[src/rtl/act_result_writer_pkg.sv]
// Shared definitions for the activation result writer: default geometry
// (matching the activation stage) and the writer FSM state encoding.
package act_result_writer_pkg;

  localparam int MAT_MUL_SIZE = 4;
  localparam int DWIDTH       = 8;
  localparam int AWIDTH       = 10;
  localparam int MASK_WIDTH   = MAT_MUL_SIZE;

  localparam logic [1:0] ST_IDLE  = 2'b00;
  localparam logic [1:0] ST_WRITE = 2'b01;
  localparam logic [1:0] ST_DONE  = 2'b10;

endpackage

[src/rtl/act_result_writer_if.sv]
// Bundle of job control, activation row stream and result BRAM write port.
// master = controller/activation side, slave = the writer.
interface act_result_writer_if
  import act_result_writer_pkg::*;
#(
  parameter int P_MAT_MUL_SIZE = MAT_MUL_SIZE,
  parameter int P_DWIDTH       = DWIDTH,
  parameter int P_AWIDTH       = AWIDTH,
  parameter int P_MASK_WIDTH   = MASK_WIDTH
);

  logic                                start;
  logic [P_AWIDTH-1:0]                 base_addr;
  logic [P_AWIDTH-1:0]                 address_stride;
  logic [P_AWIDTH-1:0]                 num_rows;
  logic                                in_data_available;
  logic [P_MAT_MUL_SIZE*P_DWIDTH-1:0]  inp_data;
  logic [P_MASK_WIDTH-1:0]             validity_mask;

  logic [P_AWIDTH-1:0]                 bram_addr;
  logic [P_MAT_MUL_SIZE*P_DWIDTH-1:0]  bram_wdata;
  logic [P_MASK_WIDTH-1:0]             bram_we;
  logic                                busy;
  logic                                done_write;
  logic                                overflow_err;

  modport master (
    output start, base_addr, address_stride, num_rows,
    output in_data_available, inp_data, validity_mask,
    input  bram_addr, bram_wdata, bram_we, busy, done_write, overflow_err
  );

  modport slave (
    input  start, base_addr, address_stride, num_rows,
    input  in_data_available, inp_data, validity_mask,
    output bram_addr, bram_wdata, bram_we, busy, done_write, overflow_err
  );

endinterface

[src/rtl/act_result_writer.sv]
// Writes masked activation rows to the result BRAM at strided addresses,
// counts rows against the job length and flags rows arriving outside a job.
module act_result_writer
  import act_result_writer_pkg::*;
#(
  parameter int P_MAT_MUL_SIZE = MAT_MUL_SIZE,
  parameter int P_DWIDTH       = DWIDTH,
  parameter int P_AWIDTH       = AWIDTH,
  parameter int P_MASK_WIDTH   = MASK_WIDTH
) (
  input logic                clk,
  input logic                reset,
  act_result_writer_if.slave bus
);

  localparam int ROW_W = P_MAT_MUL_SIZE * P_DWIDTH;

  logic [1:0]              state_q,        state_d;
  logic [P_AWIDTH-1:0]     addr_q,         addr_d;
  logic [P_AWIDTH-1:0]     stride_q,       stride_d;
  logic [P_AWIDTH-1:0]     num_rows_q,     num_rows_d;
  logic [P_AWIDTH-1:0]     row_cnt_q,      row_cnt_d;
  logic [P_AWIDTH-1:0]     bram_addr_q,    bram_addr_d;
  logic [ROW_W-1:0]        bram_wdata_q,   bram_wdata_d;
  logic [P_MASK_WIDTH-1:0] bram_we_q,      bram_we_d;
  logic                    overflow_q,     overflow_d;

  always_comb begin
    // NOTE: every signal gets a default before the case so no path leaves it unassigned (no latches).
    state_d      = state_q;
    addr_d       = addr_q;
    stride_d     = stride_q;
    num_rows_d   = num_rows_q;
    row_cnt_d    = row_cnt_q;
    bram_addr_d  = bram_addr_q;
    bram_wdata_d = '0;
    bram_we_d    = '0;
    overflow_d   = overflow_q;

    case (state_q)
      ST_IDLE: begin
        if (bus.in_data_available) overflow_d = 1'b1;
        if (bus.start) begin
          addr_d     = bus.base_addr;
          stride_d   = bus.address_stride;
          num_rows_d = bus.num_rows;
          row_cnt_d  = '0;
          state_d    = (bus.num_rows == '0) ? ST_DONE : ST_WRITE;
        end
      end

      ST_WRITE: begin
        if (bus.in_data_available) begin
          bram_addr_d = addr_q;
          bram_we_d   = bus.validity_mask;
          // Invalid lanes are written as zero so the data bus is clean under we=0.
          for (int i = 0; i < P_MAT_MUL_SIZE; i++) begin
            if (bus.validity_mask[i]) begin
              bram_wdata_d[i*P_DWIDTH +: P_DWIDTH] = bus.inp_data[i*P_DWIDTH +: P_DWIDTH];
            end
          end
          addr_d    = addr_q + stride_q;
          row_cnt_d = row_cnt_q + P_AWIDTH'(1);
          if (row_cnt_d == num_rows_q) state_d = ST_DONE;
        end
      end

      ST_DONE: begin
        if (bus.in_data_available) overflow_d = 1'b1;
        if (!bus.start) state_d = ST_IDLE;
      end

      default: state_d = ST_IDLE;
    endcase
  end

  // NOTE: sequential state uses non-blocking assignments so all registers update together at the edge.
  always_ff @(posedge clk) begin
    if (reset) begin
      state_q      <= ST_IDLE;
      addr_q       <= '0;
      stride_q     <= '0;
      num_rows_q   <= '0;
      row_cnt_q    <= '0;
      bram_addr_q  <= '0;
      bram_wdata_q <= '0;
      bram_we_q    <= '0;
      overflow_q   <= 1'b0;
    end else begin
      state_q      <= state_d;
      addr_q       <= addr_d;
      stride_q     <= stride_d;
      num_rows_q   <= num_rows_d;
      row_cnt_q    <= row_cnt_d;
      bram_addr_q  <= bram_addr_d;
      bram_wdata_q <= bram_wdata_d;
      bram_we_q    <= bram_we_d;
      overflow_q   <= overflow_d;
    end
  end

  assign bus.bram_addr    = bram_addr_q;
  assign bus.bram_wdata   = bram_wdata_q;
  assign bus.bram_we      = bram_we_q;
  assign bus.busy         = (state_q == ST_WRITE);
  assign bus.done_write   = (state_q == ST_DONE);
  assign bus.overflow_err = overflow_q;

endmodule

[src/flat_wrapper.sv]
// flat-port wrapper written by rule: the top's interface ports become plain ports
module act_result_writer_flat import act_result_writer_pkg::*;
#(
  parameter int P_MAT_MUL_SIZE = MAT_MUL_SIZE,
  parameter int P_DWIDTH       = DWIDTH,
  parameter int P_AWIDTH       = AWIDTH,
  parameter int P_MASK_WIDTH   = MASK_WIDTH
)
  (clk, reset, bus_start, bus_base_addr, bus_address_stride, bus_num_rows, bus_in_data_available, bus_inp_data, bus_validity_mask, bus_bram_addr, bus_bram_wdata, bus_bram_we, bus_busy, bus_done_write, bus_overflow_err);
  act_result_writer_if #(.P_MAT_MUL_SIZE(P_MAT_MUL_SIZE), .P_DWIDTH(P_DWIDTH), .P_AWIDTH(P_AWIDTH), .P_MASK_WIDTH(P_MASK_WIDTH)) bus_i ();
  input logic clk;
  input logic reset;
  input wire logic [$bits(bus_i.start)-1:0] bus_start;
  input wire logic [$bits(bus_i.base_addr)-1:0] bus_base_addr;
  input wire logic [$bits(bus_i.address_stride)-1:0] bus_address_stride;
  input wire logic [$bits(bus_i.num_rows)-1:0] bus_num_rows;
  input wire logic [$bits(bus_i.in_data_available)-1:0] bus_in_data_available;
  input wire logic [$bits(bus_i.inp_data)-1:0] bus_inp_data;
  input wire logic [$bits(bus_i.validity_mask)-1:0] bus_validity_mask;
  output wire logic [$bits(bus_i.bram_addr)-1:0] bus_bram_addr;
  output wire logic [$bits(bus_i.bram_wdata)-1:0] bus_bram_wdata;
  output wire logic [$bits(bus_i.bram_we)-1:0] bus_bram_we;
  output wire logic [$bits(bus_i.busy)-1:0] bus_busy;
  output wire logic [$bits(bus_i.done_write)-1:0] bus_done_write;
  output wire logic [$bits(bus_i.overflow_err)-1:0] bus_overflow_err;
  assign bus_i.start = bus_start;
  assign bus_i.base_addr = bus_base_addr;
  assign bus_i.address_stride = bus_address_stride;
  assign bus_i.num_rows = bus_num_rows;
  assign bus_i.in_data_available = bus_in_data_available;
  assign bus_i.inp_data = bus_inp_data;
  assign bus_i.validity_mask = bus_validity_mask;
  assign bus_bram_addr = bus_i.bram_addr;
  assign bus_bram_wdata = bus_i.bram_wdata;
  assign bus_bram_we = bus_i.bram_we;
  assign bus_busy = bus_i.busy;
  assign bus_done_write = bus_i.done_write;
  assign bus_overflow_err = bus_i.overflow_err;
  act_result_writer #(.P_MAT_MUL_SIZE(P_MAT_MUL_SIZE), .P_DWIDTH(P_DWIDTH), .P_AWIDTH(P_AWIDTH), .P_MASK_WIDTH(P_MASK_WIDTH)) u_core (.clk(clk), .reset(reset), .bus(bus_i));
endmodule
[config.mk]
export PLATFORM = sky130hd
export DESIGN_NAME = act_result_writer_flat
export DESIGN_NICKNAME = d
export VERILOG_FILES = /design/src/rtl/act_result_writer_pkg.sv /design/src/rtl/act_result_writer_if.sv /design/src/rtl/act_result_writer.sv /design/src/flat_wrapper.sv
export SDC_FILE = /design/constraint.sdc
export NUM_CORES = 1
export LEC_CHECK = 0
export ABC_CLOCK_PERIOD_IN_PS = 2200
export CAP_MARGIN = 5
export CORE_UTILIZATION = 24
export CTS_BUF_LIST = sky130_fd_sc_hd__clkbuf_4
export DETAILED_ROUTE_END_ITERATION = 10
export GPL_TIMING_DRIVEN = 0
export HOLD_SLACK_MARGIN = 0.12
export PLACE_DENSITY_LB_ADDON = 0.1
export RECOVER_POWER = 25
export SLEW_MARGIN = 0
export SYNTH_ARGS = -nofsm -noshare
export SYNTH_HDL_FRONTEND = slang
export SYNTH_SLANG_ARGS = --single-unit
[constraint.sdc]
create_clock -name clk -period 2.2 [get_ports clk]
set_clock_uncertainty 0.05 [all_clocks]
set_input_delay 0.44 -clock clk [delete_from_list [all_inputs] [get_ports clk]]
set_output_delay 0.44 -clock clk [all_outputs]
set_load 0.02 [all_outputs]
=== Yosys cells after proc, flatten, opt, wreduce, memory -nomap -nowiden ===
Cells that the tools add are included.

* Mux-type cells: 12
* Reduce and logical (&&, ||, !) cells: 14
* Add/sub/neg operators: 2
* Eq/ne operators: 7
* Bitwise gates (word level): 6

{| class="wikitable"
|+ Operators by type and width
! operator !! number
|-
| 10-bit two-way mux || 4
|-
| 10-bit case mux with 2 select lines || 2
|-
| 4-bit OR reduction || 4
|-
| 10-bit by 1-bit adder with 10-bit output (second input constant) || 1
|-
| 10-bit adder || 1
|-
| 10-bit equality test || 1
|-
| 10-bit logical NOT || 1
|-
| 2-bit two-way mux || 5
|-
| 2-bit inequality test (second input constant) || 3
|-
| 1-bit inverter || 6
|-
| 2-bit case mux with 3 select lines || 1
|-
| 2-bit AND reduction || 3
|-
| 4-bit AND reduction || 1
|-
| 3-bit AND reduction || 1
|-
| 3-bit OR reduction || 1
|-
| 2-bit by 1-bit equality test with 1-bit output (second input constant) || 1
|-
| 2-bit equality test (second input constant) || 1
|-
| 2-bit logical NOT || 1
|-
| 2-bit by 1-bit inequality test with 1-bit output (second input constant) || 1
|-
| 2-bit nonzero test || 1
|-
| 2-bit OR reduction || 1
|}

* Output and inout port bits: 49
* Register bits: 89
* Input bits: 70
* Logic and storage cells: 53

=== Depth between registers and ports, before layout ===
Gate-level depths: netlist of the first run.

* Depth in word-level cells: 5
* Depth in mapped cells: 7
* Mapped depth without buffers: 7

=== Worst setup path after synthesis of the first run ===
No wires, ideal clock.

* Path type: reg-to-reg
* From: register u_core.stride_q[0]
* To: register u_core.addr_q[8]
* Data arrival time: 1.921 ns
* Required time: 2.027 ns
* Buffers on the path: 0
* Slack: 0.105 ns
* Stages on the path, launching flop included: 8
* Period minus slack after synthesis: 2.095 ns
* Library setup time: 0.123 ns
* Cells stage by stage: dfxtp_1 ha_1 fa_1 a21o_1 a21o_1 a2111oi_0 or4_1 nand3_1

* Cells in the longest elaborated chain, start to end: 3

{| class="wikitable"
|+ RTL lines
! what !! RTL line !! source
|-
| from (decl) || act_result_writer.sv:20 || <nowiki>logic [P_AWIDTH-1:0] stride_q, stride_d;</nowiki>
|-
| from (signal assigned) || act_result_writer.sv:92 || <nowiki>stride_q <= stride_d;</nowiki>
|-
| 10-bit adder || act_result_writer.sv:62 || <nowiki>addr_d = addr_q + stride_q;</nowiki>
|-
| 10-bit two-way mux || act_result_writer.sv:53 || <nowiki>if (bus.in_data_available) begin</nowiki>
|-
| 10-bit case mux with 2 select lines || act_result_writer.sv:40 || <nowiki>case (state_q)</nowiki>
|-
| to (signal assigned) || act_result_writer.sv:91 || <nowiki>addr_q <= addr_d;</nowiki>
|-
| to (decl) || act_result_writer.sv:19 || <nowiki>logic [P_AWIDTH-1:0] addr_q, addr_d;</nowiki>
|}

No other way between the ends. The select of a mux whose other input is x is not followed.
A chain may end at the register's enable or synchronous reset.

=== Worst setup path after layout of the first run ===
Same ends and word-level chain as after synthesis.

==> flow_metrics.env, run 1 <==
export IMPL_p_sw_w=0.0009536
export IMPL_clock_latency_ps=470
export IMPL_num_io_pins=119
export IMPL_crit_top_cell="a21o_1"
export IMPL_ir_drop_uv=205.1
export IMPL_dp_hpwl_um=8844
export IMPL_cpPeakStageDelay_ps=390
export IMPL_place_ws_ps=-573.5
export IMPL_critPathLaunch="u_core.stride_q[0]"
export IMPL_antenna_found_initial=1
export IMPL_p_clk_share_pct=30.4
export IMPL_core_um2=15770
export IMPL_rows=46
export IMPL_drtAntennaViolNets=0
export IMPL_syn_avg_cell_area_um2=8.638
export IMPL_drive_gt1_share_pct=7.863
export IMPL_period_minus_slack_ps=2093
export IMPL_tns_ps=0
export IMPL_status="finished clean"
export IMPL_critPathSlowestCell="a2111oi_4"
export IMPL_ys_warn_count=0
export IMPL_htreeDepth=3
export IMPL_post_synth_top_count_cell="dfxtp_1"
export IMPL_syn_to_final_growth_pct=44.13
export IMPL_fmaxAchievable_mhz=477.8
export IMPL_synth_edf_count=0
export IMPL_die_x_um=128.8
export IMPL_crit_type="flip-flop to flip-flop"
export IMPL_cp_cell_sequence="ha_2 -> fa_2 -> a21o_1 -> a21o_1 -> a2111oi_4 -> or4_1 -> nand3_1"
export IMPL_clk_pin_slew_worst_paths_ps=140
export IMPL_start_util_pct=24.48
export IMPL_leakage_nw=2.056
export IMPL_internal_power_w=0.002429
export IMPL_drcViolationCount=0
export IMPL_setup_violations=0
export IMPL_die_area_um2=16600
export IMPL_synth_top_cells_by_count="dfxtp_1 (89), nand2_1 (75), a21oi_1 (50)"
export IMPL_rsz0062_at_grt="false"
export IMPL_cts_root_buf="clkbuf_4"
export IMPL_ys_seq_elements=89
export IMPL_grt_pass1_wl_um=18470
export IMPL_yosys_top_cells_area="dfxtp_1 (46%), nand2_1 (7.3%), a21oi_1 (6.5%)"
export IMPL_vias=3556
export IMPL_endpoint="u_core.addr_q[8]"
export IMPL_hold_class="flip-flop to flip-flop"
export IMPL_fin_ws_ps=107.2
export IMPL_grt_usage_pct=15.03
export IMPL_cp_end_kind="flip-flop"
export IMPL_ys_flop_type="dfxtp_1"
export IMPL_synthCells=447
export IMPL_regToRegStartpoint="u_core.stride_q[0]"
export IMPL_synth_area_um2=3861
export IMPL_ctsHoldBuffers=0
export IMPL_hold_viol=0
export IMPL_synth_seq_area_share_pct=46.14
export IMPL_pwr_density_cell_nw_per_um2=607.8
export IMPL_maxCapViolCount=0
export IMPL_cp_required_ps=2520
export IMPL_grt_ovfl_total=0
export IMPL_rrSetupSlack_ps=110
export IMPL_place_gp_congestion=0.7874
export IMPL_worstSetupStartpointType="flip-flop"
export IMPL_arrival_ps=2410
export IMPL_netlist_area_leader_share_pct=46.14
export IMPL_period_share_pct=95.13
export IMPL_r2r_end="u_core.addr_q[8]"
export IMPL_seqPwrFrac_pct=51.2
export IMPL_vias_per_cell=4.434
export IMPL_switching_share_pct=28.19
export IMPL_ff2ff_path_depth=7
export IMPL_tightest_slew_ps=781.6
export IMPL_cts_sinks=89
export IMPL_path_max_fanout=4
export IMPL_synth_nets=528
export IMPL_nNetsFinal=661
export IMPL_cts_tree="built"
export IMPL_async_flop_share_pct=0
export IMPL_yosys_area_top_type="dfxtp_1"
export IMPL_portBuffers=118
export IMPL_drt_iter0_markers=177
export IMPL_routed_wl_um=11880
export IMPL_numCtsBuffers=9
export IMPL_firstDrtPassIters=4
export IMPL_clock_path_buffers=2
export IMPL_comb_power_share_pct=18.4
export IMPL_drv_slew=0
export IMPL_wire_per_inst_um=14.82
export IMPL_ys_types=56
export IMPL_grt_max_degree=15
export IMPL_max_slew_margin_pct=47.78
export IMPL_grt_pass1_vias=3459
export IMPL_die_h_um=128.8
sequential cells by signal, summed over array words and instances, names as in the netlist:
| register | count |
|---|---|
| u_core.bus.bram_wdata | 32 |
| u_core.addr_q | 10 |
| u_core.bus.bram_addr | 10 |
| u_core.num_rows_q | 10 |
| u_core.row_cnt_q | 10 |
| u_core.stride_q | 10 |
| u_core.bus.bram_we | 4 |
| u_core.state_q | 2 |
| u_core.bus.overflow_err | 1 |
stage by stage:
step           hold slack, ps  power, W  util (%)  instances  cell area [um2]
2_1_floorplan           390.6  0.002083         -        447             3861
3_3_place_gp            399.8  0.002358     33.69        781             5313
3_5_place_dp            401.0  0.002363     33.69        781             5313
4_1_cts                 418.4  0.003429     34.99        798             5518
5_1_grt                 416.7  0.003571     35.29        802             5565
6_report                414.9  0.003382     35.29        802             5565
cell families after synthesis:
| logic type | Yosys count | share of synthesized area, % |
|---|---|---|
| adders and majority gates | 11 | 3.759 |
| AOI/OAI and AO/OA | 107 | 17.73 |
| xor gates and xnor gates | 15 | 3.402 |
| muxes | 2 | 0.5185 |
| buffers and inverters | 27 | 3.014 |
| and+or+nand+nor | 196 | 25.44 |
| DFF | 89 | 46.14 |
power groups by stage:
stage | Sequential (W) | Combinational, W | Clock [W]
floorplan | 0.00177 | 0.000314 | 0
global placement | 0.00177 | 0.000592 | 0
detailed placement | 0.00177 | 0.000597 | 0
CTS | 0.00173 | 0.000615 | 0.00108
global route | 0.00174 | 0.000689 | 0.00114
finish | 0.00173 | 0.000623 | 0.00103
cell usage in the layout, fill, tap and decap left out, types with 7 or more instances in the layout:
master           count
clkdlybuf4s50_1    114
dfxtp_1             88
nand2_1             75
a21oi_1             50
nor2_1              33
and2_1              25
clkbuf_1            15
o21ai_0             12
xnor2_1             11
clkbuf_4            10
and2_0               9
nor3b_1              8
a21o_1               8
ha_1                 8
buf_2                7
layer usage:
layer	vias to the layer above	share of wire, %	GRT usage [%]
li1	1829	-	-
met1	1652	45	18.27
met2	64	50	25.91
met3	11	4.0	3.659
met4	0	1.3	4.983
met5	-	0	0
cell type report:
| type | count | area [um2] |
|---|---|---|
| sequential | 89 | 1783 |
| clock inverter | 7 | 85.08 |
| tap | 216 | 270.3 |
| fill | 1646 | 10200 |
| multi-input combinational | 331 | 2027 |
| inverter | 3 | 11.26 |
| timing repair buffer | 122 | 1205 |
| antenna | 1 | 2.502 |
| clock buffer | 9 | 67.56 |
| buffer | 24 | 113.9 |
worst min path at each step:
stage | from | to | cells past startpoint
final | u_core.bus.bram_addr[9] | u_core.bus.bram_addr[9] | 2
after global routing | bus_inp_data[5] | u_core.bus.bram_wdata[5] | 2
after CTS | bus_address_stride[9] | u_core.stride_q[9] | 3
after detailed placement | u_core.bus.bram_addr[9] | u_core.bus.bram_addr[9] | 2
after global placement | u_core.bus.bram_addr[6] | u_core.bus.bram_addr[6] | 2
after floorplan | u_core.stride_q[0] | u_core.stride_q[0] | 2
critical path: cells and delay by family, from the launching register on:
| family | cells | cell delay (ps) |
|---|---|---|
| AOI/OAI and AO/OA | 3 | 790 |
| DFF | 1 | 360 |
| and+or+nand+nor | 2 | 220 |
| adders and majority gates | 2 | 570 |
timing repair:
action,CTS,global route
resized for setup,17,9
buffers inserted,1,3
hold endpoints to repair,0,0
pin swaps,1,2
setup endpoints to repair,13,41
(Power assumes the default switching activity.)
==> run 2, diff against run 1 <==
- DONT_BUFFER_PORTS: unset -> 1
==> run 2 against run 1 <==
Effect of this change: clock-buffer cell count stayed put; non-clock buffer count is 56 lower; die area stayed put; sequential power hardly changed; largest cell class unchanged; final area is 10% lower; combinational power is 15% lower; first-iteration DRC count is 26% lower; utilization is 3.6 points lower; sequential share of layout area is 3.7 points higher; clock power is 16% lower; maximum frequency is 0.50% higher; critical path type unchanged.
==> flow_metrics.env, run 2 (same netlist as run 1, synthesis figures left out) <==
export IMPL_period_share_pct=94.65
export IMPL_crit_type="flip-flop to flip-flop"
export IMPL_setup_violations=0
export IMPL_stdcell_count=747
export IMPL_grt_ovfl_total=0
export IMPL_rows=46
export IMPL_clock_latency_ps=480
export IMPL_drtAntennaViolNets=0
export IMPL_multi_input_area_um2=2033
export IMPL_critPathSlowestCell="dfxtp_1"
export IMPL_seq_area_um2=1783
export IMPL_final_common_cell="dfxtp_1"
export IMPL_core_um2=15770
export IMPL_worstSetupStartpointType="flip-flop"
export IMPL_tightest_slew_ps=736.7
export IMPL_r2r_end="u_core.addr_q[8]"
export IMPL_p_total_w=0.003149
export IMPL_num_io_pins=119
export IMPL_die_x_um=128.8
export IMPL_cp_cell_sequence="ha_2 -> fa_2 -> a21o_1 -> a21o_1 -> a2111oi_4 -> or4_1 -> nand3_1"
export IMPL_leakage_nw=1.868
export IMPL_drt_iter0_markers=131
export IMPL_dp_hpwl_um=8372
export IMPL_hold_viol=0
export IMPL_drcViolationCount=0
export IMPL_period_minus_slack_ps=2082
export IMPL_mostFrequentLayoutCells="dfxtp_1 (88), nand2_1 (75), dlygate4sd3_1 (63)"
export IMPL_antenna_found_initial=2
export IMPL_firstDrtPassIters=4
export IMPL_cts_sinks=89
export IMPL_grt_max_degree=17
export IMPL_syn_to_final_growth_pct=29.23
export IMPL_hold_class="primary input to flip-flop"
export IMPL_maxCapViolCount=0
export IMPL_cp_end_kind="flip-flop"
export IMPL_regToRegStartpoint="u_core.stride_q[0]"
export IMPL_status="finished clean"
export IMPL_cts_tree="built"
export IMPL_grt_pass1_wl_um=18310
export IMPL_die_area_um2=16600
export IMPL_clock_path_buffers=2
export IMPL_drv_slew=0
export IMPL_start_util_pct=24.48
export IMPL_dp_cells=663
export IMPL_cp_required_ps=2530
export IMPL_place_gp_congestion=0.7762
export IMPL_min_path_cells=1
export IMPL_htreeDepth=3
export IMPL_rrSetupSlack_ps=120
export IMPL_routed_wl_um=11920
export IMPL_grt_usage_pct=14.98
export IMPL_fin_ws_ps=117.7
export IMPL_ff2ff_path_depth=7
export IMPL_whs_endpoint="u_core.bus.bram_we[3]"
export IMPL_fillers=1717
export IMPL_wire_per_inst_um=15.95
export IMPL_cts_root_buf="clkbuf_4"
export IMPL_tns_ps=0
export IMPL_die_h_um=128.8
export IMPL_vias_per_cell=4.541
export IMPL_clk_pin_slew_worst_paths_ps=150
export IMPL_place_ws_ps=-178.1
export IMPL_vias=3392
export IMPL_pwr_density_cell_nw_per_um2=631.0
export IMPL_path_max_fanout=4
export IMPL_arrival_ps=2410
export IMPL_min_delay_start="bus_validity_mask[3]"
export IMPL_numCtsBuffers=9
export IMPL_max_slew_margin_pct=50.78
export IMPL_grt_pass1_vias=3402
export IMPL_crit_top_cell="a21o_1"
export IMPL_drive_gt1_share_pct=8.885
export IMPL_fmaxAchievable_mhz=480.2
export IMPL_portBuffers=0
export IMPL_nNetsFinal=605
export IMPL_largest_reg_flops=32
export IMPL_ir_drop_uv=187.3
export IMPL_cpPeakStageDelay_ps=370
==> run 2: cell types whose count changed in the layout (fill, tap and decap cells not counted), sizes merged <==
cell,delta
inv,+3
diode,+1
buf,-1
dlygate4sd3,+61
dlygate4sd2,-1
clkdlybuf4s50,-114
clkbuf,-1
bufinv,-2
clkinv,-1
==> run 2: report_power, final <==
part	total (W)	leakage (nW)	internal (W)	switching [W]
sequential	0.00175	0.725	0.00168	0.0000751
combinational	0.000531	1.08	0.000241	0.000290
clock	0.000863	0.0671	0.000242	0.000621
==> run 2: metrics by stage <==
| stage | area (um2) | util [%] | hold slack (ps) |
|---|---|---|---|
| floorplan | 3861 | - | 390.6 |
| global placement | 4131 | 26.20 | 406.3 |
| detailed placement | 4131 | 26.20 | 407.6 |
| CTS | 4928 | 31.25 | 125.3 |
| global route | 4990 | 31.64 | 128.5 |
| finish | 4990 | 31.64 | 163.0 |
==> run 2: how the worst max path moves through the flow <==
| stage | startpoint | to | slack, ps | depth (start not counted) |
|---|---|---|---|---|
| floorplan | u_core.stride_q[0] | u_core.addr_q[8] | 110 | 7 |
| global placement | u_core.stride_q[0] | u_core.addr_q[8] | -190 | 7 |
| detailed placement | u_core.stride_q[0] | u_core.addr_q[8] | -180 | 7 |
| CTS | u_core.row_cnt_q[0] | u_core.state_q[0] | 3 | 6 |
| global route | u_core.stride_q[6] | u_core.addr_q[9] | -0.07 | 7 |
| finish | u_core.stride_q[0] | u_core.addr_q[8] | 120 | 7 |
==> run 2: layout make-up <==
| type | count | share of cell area [%] |
|---|---|---|
| flip-flops and latches | 89 | 35.73 |
| inverters | 3 | 0.2257 |
| clock buffers | 9 | 1.354 |
| well taps | 216 | 5.416 |
| multi-input cells | 331 | 40.75 |
| repair buffers | 66 | 13.09 |
| clock inverters | 7 | 1.053 |
| plain buffers | 24 | 2.282 |
| diodes | 2 | 0.1003 |
==> run 2: routing by layer <==
metal / share of wire [%] / vias to the layer above / GRT usage, %
met5: 0 / - / 0
met3: 4.8 / 26 / 3.659
met2: 49 / 73 / 25.18
met1: 43 / 1582 / 16.99
li1: - / 1711 / -
met4: 3.5 / 0 / 9.689
==> run 2: what timing repair did <==
item / in CTS / in global routing
resized for setup: 10 / 11
pin swaps: 1 / 1
hold endpoints to repair: 64 / 0
buffers inserted: 0 / 3
hold buffers: 63 / 0
endpoints found under the setup margin: 16 / 30
==> run 2: critical path: cells and delay by family (launching register included) <==
| family | cells | cell delay, ps |
|---|---|---|
| adder cells (fa/ha/maj) | 2 | 580 |
| flip-flops | 1 | 370 |
| AND/OR/NAND/NOR | 2 | 220 |
| AO/OA/AOI/OAI | 3 | 760 |
